--- config.mk ---
export PLATFORM = sky130hd
export DESIGN_NAME = udma_sdio_cmd_seq
export DESIGN_NICKNAME = d
export VERILOG_FILES = /design/src/rtl/udma_sdio_cmd_seq.sv
export SDC_FILE = /design/constraint.sdc
export NUM_CORES = 1
export LEC_CHECK = 0
export ABC_AREA = 0
export BUFFER_PORTS_ARGS = -buffer_cell sky130_fd_sc_hd__clkbuf_2
export CAP_MARGIN = 20
export CORE_AREA = 2 2 141 157
export DETAILED_ROUTE_END_ITERATION = 10
export DIE_AREA = 0 0 143 159
export GPL_TIMING_DRIVEN = 0
export PLACE_DENSITY = 0.82
export SLEW_MARGIN = 20
export SYNTH_ARGS = -nofsm -noshare
export SYNTH_HDL_FRONTEND = slang
export SYNTH_SLANG_ARGS = --single-unit
--- constraint.sdc ---
create_clock -name clk_i -period 3.9 [get_ports clk_i]
set_clock_uncertainty 0.05 [all_clocks]
set_input_delay 0.195 -clock clk_i [delete_from_list [all_inputs] [get_ports clk_i]]
set_output_delay 0.195 -clock clk_i [all_outputs]
set_load 0.01 [all_outputs]
--- src/rtl/udma_sdio_cmd_seq.sv ---
// SDIO command sequencer: queues command descriptors, issues them to the transceiver,
// retries failed or timed-out attempts, and returns one completion record per descriptor.
module udma_sdio_cmd_seq #(
    parameter int QUEUE_DEPTH = 4,
    parameter int MAX_RETRY   = 2,
    parameter int RETRY_GAP   = 8,
    parameter int TIMEOUT_W   = 20
) (
    input  logic                 clk_i,
    input  logic                 rstn_i,
    input  logic                 desc_valid_i,
    output logic                 desc_ready_o,
    input  logic [5:0]           desc_op_i,
    input  logic [31:0]          desc_arg_i,
    input  logic [2:0]           desc_rsp_type_i,
    input  logic                 desc_data_en_i,
    input  logic                 desc_data_rwn_i,
    input  logic [3:0]           desc_tag_i,
    input  logic [TIMEOUT_W-1:0] cfg_timeout_i,
    input  logic                 abort_i,
    output logic [5:0]           cmd_op_o,
    output logic [31:0]          cmd_arg_o,
    output logic [2:0]           cmd_rsp_type_o,
    output logic                 data_en_o,
    output logic                 data_rwn_o,
    output logic                 start_o,
    input  logic                 eot_i,
    input  logic                 err_i,
    input  logic [15:0]          status_i,
    output logic                 done_valid_o,
    input  logic                 done_ready_i,
    output logic [3:0]           done_tag_o,
    output logic                 done_ok_o,
    output logic                 done_abort_o,
    output logic [2:0]           done_retries_o,
    output logic [15:0]          done_status_o,
    output logic                 busy_o
);

    localparam int PTR_W = $clog2(QUEUE_DEPTH);
    localparam int CNT_W = $clog2(QUEUE_DEPTH + 1);
    localparam int GAP_W = (RETRY_GAP > 1) ? $clog2(RETRY_GAP) : 1;

    localparam logic [CNT_W-1:0] DEPTH_C     = CNT_W'(QUEUE_DEPTH);
    localparam logic [2:0]       MAX_RETRY_C = 3'(MAX_RETRY);
    localparam logic [GAP_W-1:0] GAP_LOAD_C  = GAP_W'(RETRY_GAP - 1);

    typedef enum logic [2:0] {
        IDLE,
        START,
        WAIT,
        GAP,
        REPORT
    } state_e;

    typedef struct packed {
        logic [5:0]  op;
        logic [31:0] arg;
        logic [2:0]  rspType;
        logic        dataEn;
        logic        dataRwn;
        logic [3:0]  tag;
    } desc_t;

    desc_t               queueMem_q [QUEUE_DEPTH];
    logic [PTR_W-1:0]    wrPtr_q, wrPtr_d;
    logic [PTR_W-1:0]    rdPtr_q, rdPtr_d;
    logic [CNT_W-1:0]    count_q, count_d;

    state_e              state_q, state_d;
    desc_t               cmd_q, cmd_d;
    logic [2:0]          retryCnt_q, retryCnt_d;
    logic [GAP_W-1:0]    gapCnt_q, gapCnt_d;
    logic [TIMEOUT_W-1:0] tmoCnt_q, tmoCnt_d;
    logic                doneOk_q, doneOk_d;
    logic                doneAbort_q, doneAbort_d;
    logic [15:0]         doneStatus_q, doneStatus_d;

    logic                push;
    logic                pop;
    logic [TIMEOUT_W:0]  tmoNext;
    logic                tmoHit;
    desc_t               pushDesc;

    assign desc_ready_o = (count_q < DEPTH_C) && !abort_i;
    assign push         = desc_valid_i && desc_ready_o;
    assign pop          = (state_q == IDLE) && (count_q != '0) && !abort_i;

    assign pushDesc = '{op: desc_op_i, arg: desc_arg_i, rspType: desc_rsp_type_i,
                        dataEn: desc_data_en_i, dataRwn: desc_data_rwn_i, tag: desc_tag_i};

    // tmoNext is the count including the current WAIT cycle, so the first WAIT cycle is 1.
    assign tmoNext = {1'b0, tmoCnt_q} + (TIMEOUT_W + 1)'(1);
    assign tmoHit  = (cfg_timeout_i != '0) && (tmoNext == {1'b0, cfg_timeout_i});

    always_ff @(posedge clk_i) begin
        if (push) begin
            queueMem_q[wrPtr_q] <= pushDesc;
        end
    end

    always_comb begin
        wrPtr_d = wrPtr_q;
        rdPtr_d = rdPtr_q;
        count_d = count_q;
        if (abort_i) begin
            rdPtr_d = wrPtr_q;
            count_d = '0;
        end else begin
            if (push) begin
                wrPtr_d = wrPtr_q + PTR_W'(1);
            end
            if (pop) begin
                rdPtr_d = rdPtr_q + PTR_W'(1);
            end
            if (push && !pop) begin
                count_d = count_q + CNT_W'(1);
            end else if (pop && !push) begin
                count_d = count_q - CNT_W'(1);
            end
        end
    end

    always_ff @(posedge clk_i or negedge rstn_i) begin
        if (!rstn_i) begin
            wrPtr_q <= '0;
            rdPtr_q <= '0;
            count_q <= '0;
        end else begin
            wrPtr_q <= wrPtr_d;
            rdPtr_q <= rdPtr_d;
            count_q <= count_d;
        end
    end

    always_comb begin
        state_d      = state_q;
        cmd_d        = cmd_q;
        retryCnt_d   = retryCnt_q;
        gapCnt_d     = gapCnt_q;
        tmoCnt_d     = tmoCnt_q;
        doneOk_d     = doneOk_q;
        doneAbort_d  = doneAbort_q;
        doneStatus_d = doneStatus_q;

        unique case (state_q)
            IDLE: begin
                if (pop) begin
                    cmd_d      = queueMem_q[rdPtr_q];
                    retryCnt_d = '0;
                    state_d    = START;
                end
            end
            START: begin
                tmoCnt_d = '0;
                if (abort_i) begin
                    doneOk_d     = 1'b0;
                    doneAbort_d  = 1'b1;
                    doneStatus_d = status_i;
                    state_d      = REPORT;
                end else begin
                    state_d = WAIT;
                end
            end
            WAIT: begin
                tmoCnt_d = (&tmoCnt_q) ? tmoCnt_q : tmoNext[TIMEOUT_W-1:0];
                if (abort_i) begin
                    doneOk_d     = 1'b0;
                    doneAbort_d  = 1'b1;
                    doneStatus_d = status_i;
                    state_d      = REPORT;
                end else if (err_i || tmoHit) begin
                    // An error takes precedence over a simultaneous end-of-transfer.
                    if (retryCnt_q < MAX_RETRY_C) begin
                        retryCnt_d = retryCnt_q + 3'd1;
                        gapCnt_d   = GAP_LOAD_C;
                        state_d    = GAP;
                    end else begin
                        doneOk_d     = 1'b0;
                        doneAbort_d  = 1'b0;
                        doneStatus_d = status_i;
                        state_d      = REPORT;
                    end
                end else if (eot_i) begin
                    doneOk_d     = 1'b1;
                    doneAbort_d  = 1'b0;
                    doneStatus_d = status_i;
                    state_d      = REPORT;
                end
            end
            GAP: begin
                if (abort_i) begin
                    doneOk_d     = 1'b0;
                    doneAbort_d  = 1'b1;
                    doneStatus_d = status_i;
                    state_d      = REPORT;
                end else if (gapCnt_q == '0) begin
                    state_d = START;
                end else begin
                    gapCnt_d = gapCnt_q - GAP_W'(1);
                end
            end
            REPORT: begin
                if (done_ready_i) begin
                    state_d = IDLE;
                end
            end
            default: begin
                state_d = IDLE;
            end
        endcase
    end

    always_ff @(posedge clk_i or negedge rstn_i) begin
        if (!rstn_i) begin
            state_q      <= IDLE;
            cmd_q        <= '0;
            retryCnt_q   <= '0;
            gapCnt_q     <= '0;
            tmoCnt_q     <= '0;
            doneOk_q     <= 1'b0;
            doneAbort_q  <= 1'b0;
            doneStatus_q <= '0;
        end else begin
            state_q      <= state_d;
            cmd_q        <= cmd_d;
            retryCnt_q   <= retryCnt_d;
            gapCnt_q     <= gapCnt_d;
            tmoCnt_q     <= tmoCnt_d;
            doneOk_q     <= doneOk_d;
            doneAbort_q  <= doneAbort_d;
            doneStatus_q <= doneStatus_d;
        end
    end

    assign cmd_op_o       = cmd_q.op;
    assign cmd_arg_o      = cmd_q.arg;
    assign cmd_rsp_type_o = cmd_q.rspType;
    assign data_en_o      = cmd_q.dataEn;
    assign data_rwn_o     = cmd_q.dataRwn;
    assign start_o        = (state_q == START);
    assign done_valid_o   = (state_q == REPORT);
    assign done_tag_o     = cmd_q.tag;
    assign done_ok_o      = doneOk_q;
    assign done_abort_o   = doneAbort_q;
    assign done_retries_o = retryCnt_q;
    assign done_status_o  = doneStatus_q;
    assign busy_o         = (state_q != IDLE) || (count_q != '0);

endmodule

==> results.cfg <==
[outcome]
status = finished, final reports clean

[setup_path]
crit_slowest_cell = dfrtp_1
crit_type = reg -> reg
cp_data_required_time_ps = 4260
cp-start-kind = flip-flop
setup.worst_path.start = tmoCnt_q[0]
cp_data_arrival_time_ps = 3820
crit_chain = ha_1, nand4_1, nor3_1, xnor2_1, nand4_1, nor3_1, a21oi_2, a21oi_4, buf_6, mux2_1
cp-end-kind = flip-flop
cp_slowest_stage_delay_ps = 490
reg2reg_from = tmoCnt_q[0]
path_max_fanout = 10

[min_path]
min_path_type = in -> reg
hp-start = err_i

[global_routing]
grt_max_degree = 64
grt_usage = 0.236
grt-ovfl-total = 0
grt_pass1_vias = 7797
grt_pass1_wl_mm = 41.6
antenna_found_initial = 0

[logic_synthesis]
synth_top_area_share = 0.475
synth_area_leader_cell = edfxtp_1
synth_edf_count = 188
syn_inst = 807
netlist-cell-type-count = 52
ys_seq_area_frac = 0.687
ys_ff_latch = 289
netlist_top_cells_count = edfxtp_1, nand2_1, dfrtp_1
synth_area_leaders = edfxtp_1, dfrtp_1, mux4_2
yosysMostFrequentCell = edfxtp_1
yosysWarnings = 0
syn_area_per_cell_um2 = 14.7
async_flop_share = 0.349
netlist_area_um2 = 11900
synth-main-ff-cell = edfxtp_1
synth_nets = 906

[final_layout]
multi_input_area_um2 = 3520
nFillCells = 1343
antenna_cells = 0
seq_area_um2 = 8170
syn_to_final_growth_pct = 23.2
stdcell_count = 1375
final_layout_size_suffix_gt1_frac = 0.265
nets = 1164

[power]
peakVddDrop_v = 0.000577
power.density_nw_per_um2 = 663
power_mw = 9.72
p_leak_nw = 5.82

[routing]
drt_iter0_drc = 481
wirelength_mm = 26.4
drcViolationCount = 0
avgRoutedWirePerCell_um = 19.2
ant_nets = 0
post_drt_via_cell_ratio = 5.53
drt-pass1-iter-count = 5
vias = 7610

[timing]
setup_viol = 0
slew_violations = 0
rsz0062_at_grt = false
tightest_slew_ps = 965
fmax_ghz = 0.289
worst_hold_slack_ps = 29.2
period_needed_ps = 3460
finalSetupTns_ps = 0
finalCritPeriodShare = 0.888
relSlewSlack = 0.357
finalHoldViolations = 0

[placed_design]
portBuffers = 160
dp_cells = 1260
gp_congestion = 0.896
hpwl_mm = 16.3

[die]
ioPinCount = 162
die_area_um2 = 22700
die_h_um = 159
start_util = 0.564
die_w_um = 143
core_area_um2 = 21100
fp-row-count = 56

[clock_tree]
insertion_delay_ps = 530
cts_tree = done
cts_max_level = 1
cts_sinks = 289
post_cts_resized = 0
clkSlewWorstSetupHoldPaths_ps = 70
clock_path_buffers = 3
root_buffer = clkbuf_16
numCtsBuffers = 27

[run]
max_cap_viol_count = 0
## metal layers
layer  wire (um)  global-route usage  vias up
met5           0                   0        -
met4         555              0.0698        0
met3        1670              0.0418       39
met2       13800               0.415      306
met1       10400               0.302     3794
li1            -                   -     3471
## sequential cells by signal (all words and copies together) (netlist names), 3 cells and up
register        flops
gapCnt_q            3
tmoCnt_q           20
state_q             3
done_status_o      16
cmd_op_o            6
queueMem_q        188
done_retries_o      3
cmd_rsp_type_o      3
done_tag_o          4
count_q             3
cmd_arg_o          32
## worst max-delay path, delay by kind of cell (launching register included)
kind	cells	cell delay, ps
simple gates	4	1150
compound gates	2	570
flops	1	490
fa+ha+maj	1	360
mux	1	330
buf+inv	1	230
xor+xnor	1	160
## where the power goes
group          switching [mW]  internal, mW  leakage, nW
clock network            1.10          1.42        0.407
registers               0.319          3.90         2.98
logic                    1.70          1.28         2.42
## worst paths after layout
path                                      to  slack, ps  cells past startpoint
setup / recovery           done_status_o[11]        440                     10
hold / removal                     done_ok_o         30                      4
setup reg to reg           done_status_o[11]        440                     10
hold reg to reg                cmd_arg_o[28]        420                      2
max in group asynchronous       cmd_arg_o[3]       3040                      3
min in group asynchronous        tmoCnt_q[5]        100                      2
## cell families after synthesis
| family | after synthesis | share of synthesized area |
|---|---|---|
| and+or+nand+nor | 279 | 0.109 |
| muxes | 68 | 0.109 |
| DFF | 289 | 0.687 |
| adders and majority gates | 9 | 0.0101 |
| AOI/OAI and AO/OA | 67 | 0.0352 |
| xor gates and xnor gates | 40 | 0.0306 |
| buffers and inverters | 55 | 0.0189 |
## cell type report
cell class	count	area share
repair buffers	229	0.105
clock inverters	17	0.00956
multi-input cells	463	0.240
well taps	290	0.0247
clock buffers	32	0.0480
inverters	14	0.00358
flip-flops and latches	289	0.557
plain buffers	41	0.0118
## cells in the final DEF, fill, tap and decap left out, types with 8 or more instances in the layout
cell type and n:
nand2_1 176, clkbuf_2 159, nand3_1 13, o21ai_0 30, clkbuf_16 27, xor2_1 8
dlygate4sd3_1 66, ha_1 8, xnor2_1 31, mux2_2 9, mux4_2 47, dfrtp_1 101
nor2_1 25, clkbuf_1 33, a21oi_1 13, inv_1 14, edfxtp_1 188, nor3_1 10
## per-stage QoR
| stage | cell area, um^2 | setup slack (ps) | util |
|---|---|---|---|
| 2_1_floorplan | 11900 | 1020 | - |
| 3_3_place_gp | 13100 | 445 | 0.619 |
| 3_5_place_dp | 13200 | 418 | 0.624 |
| 4_1_cts | 14700 | 403 | 0.695 |
| 5_1_grt | 14700 | 175 | 0.695 |
| 6_report | 14700 | 436 | 0.695 |
## timing repair
| action | CTS | global route |
|---|---|---|
| hold buffers | 66 | 0 |
| setup buffers | 0 | 0 |
| endpoints found under the hold margin | 307 | 0 |
Power figures use the tool's default switching activity.
